--- config.mk ---
export PLATFORM = sky130hd
export DESIGN_NAME = uart_rx_param
export DESIGN_NICKNAME = d
export VERILOG_FILES = /design/src/rtl/uart_rx_param.sv
export SDC_FILE = /design/constraint.sdc
export NUM_CORES = 1
export LEC_CHECK = 0
export CAP_MARGIN = 20
export CORE_ASPECT_RATIO = 0.9
export CORE_MARGIN = 5
export CORE_UTILIZATION = 55
export CTS_CLUSTER_SIZE = 8
export DETAILED_ROUTE_END_ITERATION = 10
export GPL_TIMING_DRIVEN = 0
export PLACE_DENSITY = 0.74
export SETUP_SLACK_MARGIN = 0.02
export SYNTH_ARGS = -nofsm -noshare
export SYNTH_HDL_FRONTEND = slang
export SYNTH_SLANG_ARGS = --single-unit
export TNS_END_PERCENT = 10
--- constraint.sdc ---
create_clock -name clk -period 2.45 [get_ports clk]
set_input_delay 0.3675 -clock clk [delete_from_list [all_inputs] [get_ports clk]]
set_output_delay 0.3675 -clock clk [all_outputs]
set_load 0.03 [all_outputs]
--- src/rtl/uart_rx_param.sv ---
// uart_rx_param
//   Parametrised UART receiver. rx is synchronised and each bit is decided by a
//   3-point majority vote around its mid-point. Glitches on the start bit are
//   rejected. Received words, with per-word frame/parity error flags, are
//   delivered through a ready/valid output buffer. Breaks and overruns are
//   also reported.
//
//   Build option: define UART_RX_FIFO_EN to use a FIFO_DEPTH-entry FIFO as
//   the output buffer. Without it the buffer is a single holding register.
//
//   Ports:
//     clk, reset_n           clock, asynchronous active-low reset
//     rx                     serial input (asynchronous, idle high)
//     data_out/data_valid    head word of the output buffer / buffer non-empty
//     data_ready             consumer pops the head on data_valid & data_ready
//     frame_err, parity_err  error flags belonging to the head word
//     overrun                sticky; a word was dropped, cleared by the next pop
//     break_det              one-cycle pulse on a detected break
//     busy                   receiver FSM not idle
module uart_rx_param #(
    parameter int CLK_PER_BIT = 10416,
    parameter int DATA_BITS   = 8,
    parameter int PARITY      = 0,
    parameter int STOP_BITS   = 1,
    parameter int FIFO_DEPTH  = 4
) (
    input  logic                 clk,
    input  logic                 reset_n,
    input  logic                 rx,
    output logic [DATA_BITS-1:0] data_out,
    output logic                 data_valid,
    input  logic                 data_ready,
    output logic                 frame_err,
    output logic                 parity_err,
    output logic                 overrun,
    output logic                 break_det,
    output logic                 busy
);

    localparam int CW = $clog2(CLK_PER_BIT);
    localparam int M  = CLK_PER_BIT / 2;
    localparam int IW = 4;
    localparam int EW = DATA_BITS + 2;

    // Empty block: a legal depth (power of two, at least 2) never elaborates it.
    if (FIFO_DEPTH < 2 || (FIFO_DEPTH & (FIFO_DEPTH - 1)) != 0) begin : g_bad_fifo_depth
    end

    typedef enum logic [2:0] {
        S_IDLE, S_START, S_DATA, S_PAR, S_STOP, S_BRK
    } state_t;

    state_t                 state_q, state_d;
    logic                   sync1_q, sync1_d, sync2_q, sync2_d;
    logic [CW-1:0]          cnt_q, cnt_d;
    logic [1:0]             smp_q, smp_d;
    logic [DATA_BITS-1:0]   shift_q, shift_d;
    logic [IW-1:0]          idx_q, idx_d;
    logic                   par_q, par_d;
    logic                   pe_q, pe_d;
    logic                   fe_q, fe_d;
    logic                   brk_q, brk_d;
    logic                   busy_q, busy_d;

    logic                   rx_s, mid, maj, fe_now, exp_par;
    logic                   push;
    logic [EW-1:0]          push_word;

    assign rx_s = sync2_q;
    // Decision cycle: the third of the three samples at M-1, M, M+1.
    assign mid  = (cnt_q == CW'(M + 1));
    assign maj  = (smp_q[0] & smp_q[1]) | (smp_q[0] & rx_s) | (smp_q[1] & rx_s);
    assign fe_now  = fe_q | ~maj;
    assign exp_par = (PARITY == 2) ? ~^shift_q : ^shift_q;

    always_comb begin
        state_d   = state_q;
        sync1_d   = rx;
        sync2_d   = sync1_q;
        cnt_d     = cnt_q;
        smp_d     = smp_q;
        shift_d   = shift_q;
        idx_d     = idx_q;
        par_d     = par_q;
        pe_d      = pe_q;
        fe_d      = fe_q;
        brk_d     = 1'b0;
        push      = 1'b0;
        push_word = {shift_q, fe_now, pe_q};

        // The bit counter free-runs across states once a frame has started,
        // so every state's decision lands exactly one bit period after the last.
        if (state_q != S_IDLE) begin
            cnt_d = (cnt_q == CW'(CLK_PER_BIT - 1)) ? '0 : cnt_q + CW'(1);
            if (cnt_q == CW'(M - 1)) smp_d[0] = rx_s;
            if (cnt_q == CW'(M))     smp_d[1] = rx_s;
        end

        case (state_q)
            S_IDLE: begin
                if (!rx_s) begin
                    state_d = S_START;
                    cnt_d   = '0;
                end
            end
            S_START: begin
                if (mid) begin
                    if (maj) begin
                        state_d = S_IDLE;
                    end else begin
                        state_d = S_DATA;
                        idx_d   = '0;
                        fe_d    = 1'b0;
                        pe_d    = 1'b0;
                        par_d   = 1'b0;
                    end
                end
            end
            S_DATA: begin
                if (mid) begin
                    shift_d = {maj, shift_q[DATA_BITS-1:1]};
                    if (idx_q == IW'(DATA_BITS - 1)) begin
                        idx_d   = '0;
                        state_d = (PARITY != 0) ? S_PAR : S_STOP;
                    end else begin
                        idx_d = idx_q + IW'(1);
                    end
                end
            end
            S_PAR: begin
                if (mid) begin
                    par_d   = maj;
                    pe_d    = maj ^ exp_par;
                    state_d = S_STOP;
                end
            end
            S_STOP: begin
                if (mid) begin
                    if (idx_q == '0 && shift_q == '0 && (PARITY == 0 || !par_q) && !maj) begin
                        brk_d   = 1'b1;
                        state_d = S_BRK;
                    end else if (idx_q == IW'(STOP_BITS - 1)) begin
                        // Leave at mid-stop so a back-to-back start edge is not missed.
                        push    = 1'b1;
                        state_d = S_IDLE;
                    end else begin
                        fe_d  = fe_now;
                        idx_d = idx_q + IW'(1);
                    end
                end
            end
            S_BRK: begin
                if (rx_s) state_d = S_IDLE;
            end
            default: state_d = S_IDLE;
        endcase

        busy_d = (state_d != S_IDLE);
    end

    always_ff @(posedge clk or negedge reset_n) begin
        if (!reset_n) begin
            state_q <= S_IDLE;
            sync1_q <= 1'b1;
            sync2_q <= 1'b1;
            cnt_q   <= '0;
            smp_q   <= 2'b11;
            shift_q <= '0;
            idx_q   <= '0;
            par_q   <= 1'b0;
            pe_q    <= 1'b0;
            fe_q    <= 1'b0;
            brk_q   <= 1'b0;
            busy_q  <= 1'b0;
        end else begin
            state_q <= state_d;
            sync1_q <= sync1_d;
            sync2_q <= sync2_d;
            cnt_q   <= cnt_d;
            smp_q   <= smp_d;
            shift_q <= shift_d;
            idx_q   <= idx_d;
            par_q   <= par_d;
            pe_q    <= pe_d;
            fe_q    <= fe_d;
            brk_q   <= brk_d;
            busy_q  <= busy_d;
        end
    end

    assign break_det = brk_q;
    assign busy      = busy_q;

    logic ovr_q, ovr_d;
    logic pop;
    assign overrun = ovr_q;

`ifdef UART_RX_FIFO_EN
    localparam int AW = $clog2(FIFO_DEPTH);

    logic [EW-1:0] mem_q [FIFO_DEPTH];
    logic [EW-1:0] mem_d [FIFO_DEPTH];
    logic [AW-1:0] rd_q, rd_d, wr_q, wr_d;
    logic [AW:0]   fcnt_q, fcnt_d;
    logic          full, wr_en;

    assign full  = (fcnt_q == (AW+1)'(FIFO_DEPTH));
    assign pop   = (fcnt_q != '0) & data_ready;
    // A same-cycle pop frees the slot the push needs.
    assign wr_en = push & (!full | pop);

    always_comb begin
        mem_d  = mem_q;
        rd_d   = rd_q;
        wr_d   = wr_q;
        fcnt_d = fcnt_q;
        ovr_d  = ovr_q;
        if (pop) begin
            rd_d  = rd_q + AW'(1);
            ovr_d = 1'b0;
        end
        if (wr_en) begin
            mem_d[wr_q] = push_word;
            wr_d        = wr_q + AW'(1);
        end else if (push) begin
            ovr_d = 1'b1;
        end
        fcnt_d = fcnt_q + (AW+1)'(wr_en) - (AW+1)'(pop);
    end

    always_ff @(posedge clk or negedge reset_n) begin
        if (!reset_n) begin
            for (int i = 0; i < FIFO_DEPTH; i++) mem_q[i] <= '0;
            rd_q   <= '0;
            wr_q   <= '0;
            fcnt_q <= '0;
            ovr_q  <= 1'b0;
        end else begin
            mem_q  <= mem_d;
            rd_q   <= rd_d;
            wr_q   <= wr_d;
            fcnt_q <= fcnt_d;
            ovr_q  <= ovr_d;
        end
    end

    assign data_valid = (fcnt_q != '0);
    assign data_out   = mem_q[rd_q][EW-1:2];
    assign frame_err  = mem_q[rd_q][1];
    assign parity_err = mem_q[rd_q][0];
`else
    logic [EW-1:0] hold_q, hold_d;
    logic          full_q, full_d;

    assign pop = full_q & data_ready;

    always_comb begin
        hold_d = hold_q;
        full_d = full_q;
        ovr_d  = ovr_q;
        if (pop) begin
            full_d = 1'b0;
            ovr_d  = 1'b0;
        end
        if (push) begin
            if (full_q && !pop) begin
                ovr_d = 1'b1;
            end else begin
                hold_d = push_word;
                full_d = 1'b1;
            end
        end
    end

    always_ff @(posedge clk or negedge reset_n) begin
        if (!reset_n) begin
            hold_q <= '0;
            full_q <= 1'b0;
            ovr_q  <= 1'b0;
        end else begin
            hold_q <= hold_d;
            full_q <= full_d;
            ovr_q  <= ovr_d;
        end
    end

    assign data_valid = full_q;
    assign data_out   = hold_q[EW-1:2];
    assign frame_err  = hold_q[1];
    assign parity_err = hold_q[0];
`endif

endmodule

==> flow_summary.json <==
{
  "final_cell_mix": "dfrtp_1, nand2_1, o21ai_0",
  "cts_buffer_depth": 2,
  "hp-class": "register to register",
  "grt_use_total_pct": 18.7,
  "fin_skew_ns": 0.00542,
  "grt_use_met3_pct": 4.78,
  "wl_per_cell_um": 14.3,
  "critPathLaunchType": "register",
  "synth-edff-count": 0,
  "finalCriticalPeriod_ns": 2.33,
  "yosysWarningCount": 0,
  "die_w_um": 82.0,
  "grt.busiest_layer": "met1",
  "cts_buffers": 5,
  "grt_max_degree": 41,
  "clk_latency_ns": 0.30,
  "final_nets": 299,
  "crit_arrival_ns": 2.50,
  "slew_violations": 0,
  "worst_setup_path_end_kind": "register",
  "holdPathStages": 0,
  "tns_ns": 0,
  "rsz0062_at_grt": "yes",
  "max-cap-violations": 0,
  "cts_tree": "done",
  "clk_pin_slew_ns": 0.09,
  "worst_slew_pin_slew_ns": 0.732,
  "period_share_pct": 95.2,
  "ys_seq_area_share_pct": 48.0,
  "initial_core_util_pct": 57.2,
  "leakagePower_uw": 0.00125,
  "crit_fanout": 10,
  "ys.flop_type": "dfrtp_1",
  "clkSinkCount": 49,
  "syn_nets": 273,
  "diodes": 0,
  "use_met2_pct": 27.3,
  "port_buffers": 17,
  "status": "completed",
  "coreArea_um2": 4490,
  "required_ns": 2.62,
  "use_met1_pct": 27.6,
  "drc": 0,
  "gp_congestion": 0.833,
  "postSynthCellCount": 260,
  "area.growth.synth_to_final_pct": 14.9,
  "max-vdd-ir-drop_mv": 0.407,
  "fp-row-count": 23,
  "drtIter0Drc": 164,
  "fillers": 376,
  "syn_area_um2": 2570,
  "clockRootBuffer": "clkbuf_8",
  "first_pass_iters": 4,
  "ant_nets": 0,
  "grt.overflow.total": 0,
  "synth-async-reset-ratio_pct": 100,
  "via_count": 1964,
  "grt_pass1_vias": 1897,
  "worstRegToRegCells": 7,
  "die_h_um": 74.8,
  "drive_above_1_share_pct": 13.9,
  "antenna_found_initial": 0,
  "fin_ws_ns": 0.118,
  "synth_seq_cells": 49,
  "final-setup-viol-count": 0,
  "final_hold_viol_count": 0,
  "slew_headroom_pct": 50.8,
  "syn_avg_cell_area_um2": 9.87,
  "yosysUniqueCellTypes": 46,
  "power_density_nw_per_um2": 463,
  "max_freq_mhz": 429,
  "routed_wl_um": 4970,
  "vias_per_cell": 5.63,
  "final_common_cell": "dfrtp_1",
  "place_hpwl_um": 3620,
  "io_pins": 18,
  "path_class": "register to register",
  "dp_slack_ns": 0.184,
  "die_area_um2": 6140,
  "grt_first_pass_wirelength_um": 8850,
  "htreeDepth": 2
}
==> report_power, final <==
| group | internal [µW] | switching, µW | total (µW) |
|---|---|---|---|
| Combinational | 11.7 | 22.2 | 33.9 |
| Clock | 235 | 284 | 519 |
| Sequential | 812 | 1.09 | 814 |
==> repair_timing <==
item | in CTS | in global routing
setup endpoints to repair | 0 | 13
hold endpoints to repair | 9 | 0
resized for setup | 0 | 2
buffers inserted | 0 | 0
hold buffers | 1 | 0
==> through the flow <==
stage	instance area [µm²]	hold WS [ns]	total power (µW)	cells	util (%)
final	2950	0.361	1370	349	65.7
after global routing	2950	0.366	1430	349	65.7
after CTS	2940	0.361	1380	349	65.5
after detailed placement	2830	0.252	864	340	63.0
after global placement	2820	0.346	860	339	62.7
after floorplan	2570	0.0719	836	260	-
==> critical path: stages, from the launching register on <==
cell     delay [ns]
dfrtp_1        0.48
ha_1           0.28
nand3_1        0.22
o41ai_4        0.74
buf_6          0.24
nor2_2         0.05
o21ai_2        0.10
o41ai_1        0.09
==> worst paths after layout <==
check                              start        end  slack, ns
worst min-delay path             sync1_q       rx_s       0.36
max in group asynchronous        reset_n    sync1_q       1.46
worst max-delay path            cnt_q[0]   cnt_q[5]       0.12
worst min register to register   sync1_q       rx_s       0.36
min in group asynchronous        reset_n  cnt_q[10]       0.45
worst max register to register  cnt_q[0]   cnt_q[5]       0.12
==> synthesized netlist by cell type (all sizes together) (6+ instances only) <==
cell type,n,area [µm²]
mux2,12,135
inv,15,56.3
o21ai,30,154
nand4,6,37.5
nand2b,6,37.5
dfrtp,45,1130
ha,9,113
nand3,10,55.1
nand2,32,120
o31ai,10,75.1
nor2,13,51.3
clkbuf,9,33.8
==> area by class of cell <==
cell class / instances / area [µm²] / area share, %
Buffer: 11 / 50.0 / 1.70
Clock buffer: 6 / 82.6 / 2.80
Clock inverter: 2 / 17.5 / 0.594
Inverter: 15 / 56.3 / 1.91
Multi-Input combinational cell: 185 / 1240 / 42.0
Sequential cell: 49 / 1230 / 41.7
Tap cell: 62 / 77.6 / 2.63
Timing Repair Buffer: 19 / 195 / 6.62
==> sequential cells by signal, summed over array words and instances, names as in the netlist <==
register / count
idx_q: 4
shift_q: 8
sync1_q: 1
data_valid: 1
smp_q: 2
cnt_q: 14
busy: 1
fe_q: 1
rx_s: 1
overrun: 1
pe_q: 1
state_q: 3
hold_q: 10
break_det: 1
==> logic make-up (layout without fill, tap and decap cells) <==
| kind of cell | count (synthesis) | in the layout | synth area share, % |
|---|---|---|---|
| compound gates | 62 | 62 | 15.7 |
| xor+xnor | 6 | 6 | 2.05 |
| fa+ha+maj | 10 | 10 | 4.78 |
| buf+inv | 26 | 53 | 4.14 |
| flops | 49 | 49 | 48.0 |
| mux | 12 | 12 | 5.26 |
| simple gates | 95 | 95 | 20.1 |
==> metal layers <==
layer,wire length [µm],up-vias,part of all wire (%)
met1,2620,936,53
li1,-,983,-
met4,44,0,0.88
met5,0,-,0
met2,2120,37,43
met3,187,8,3.8
Power figures use the tool's default switching activity.
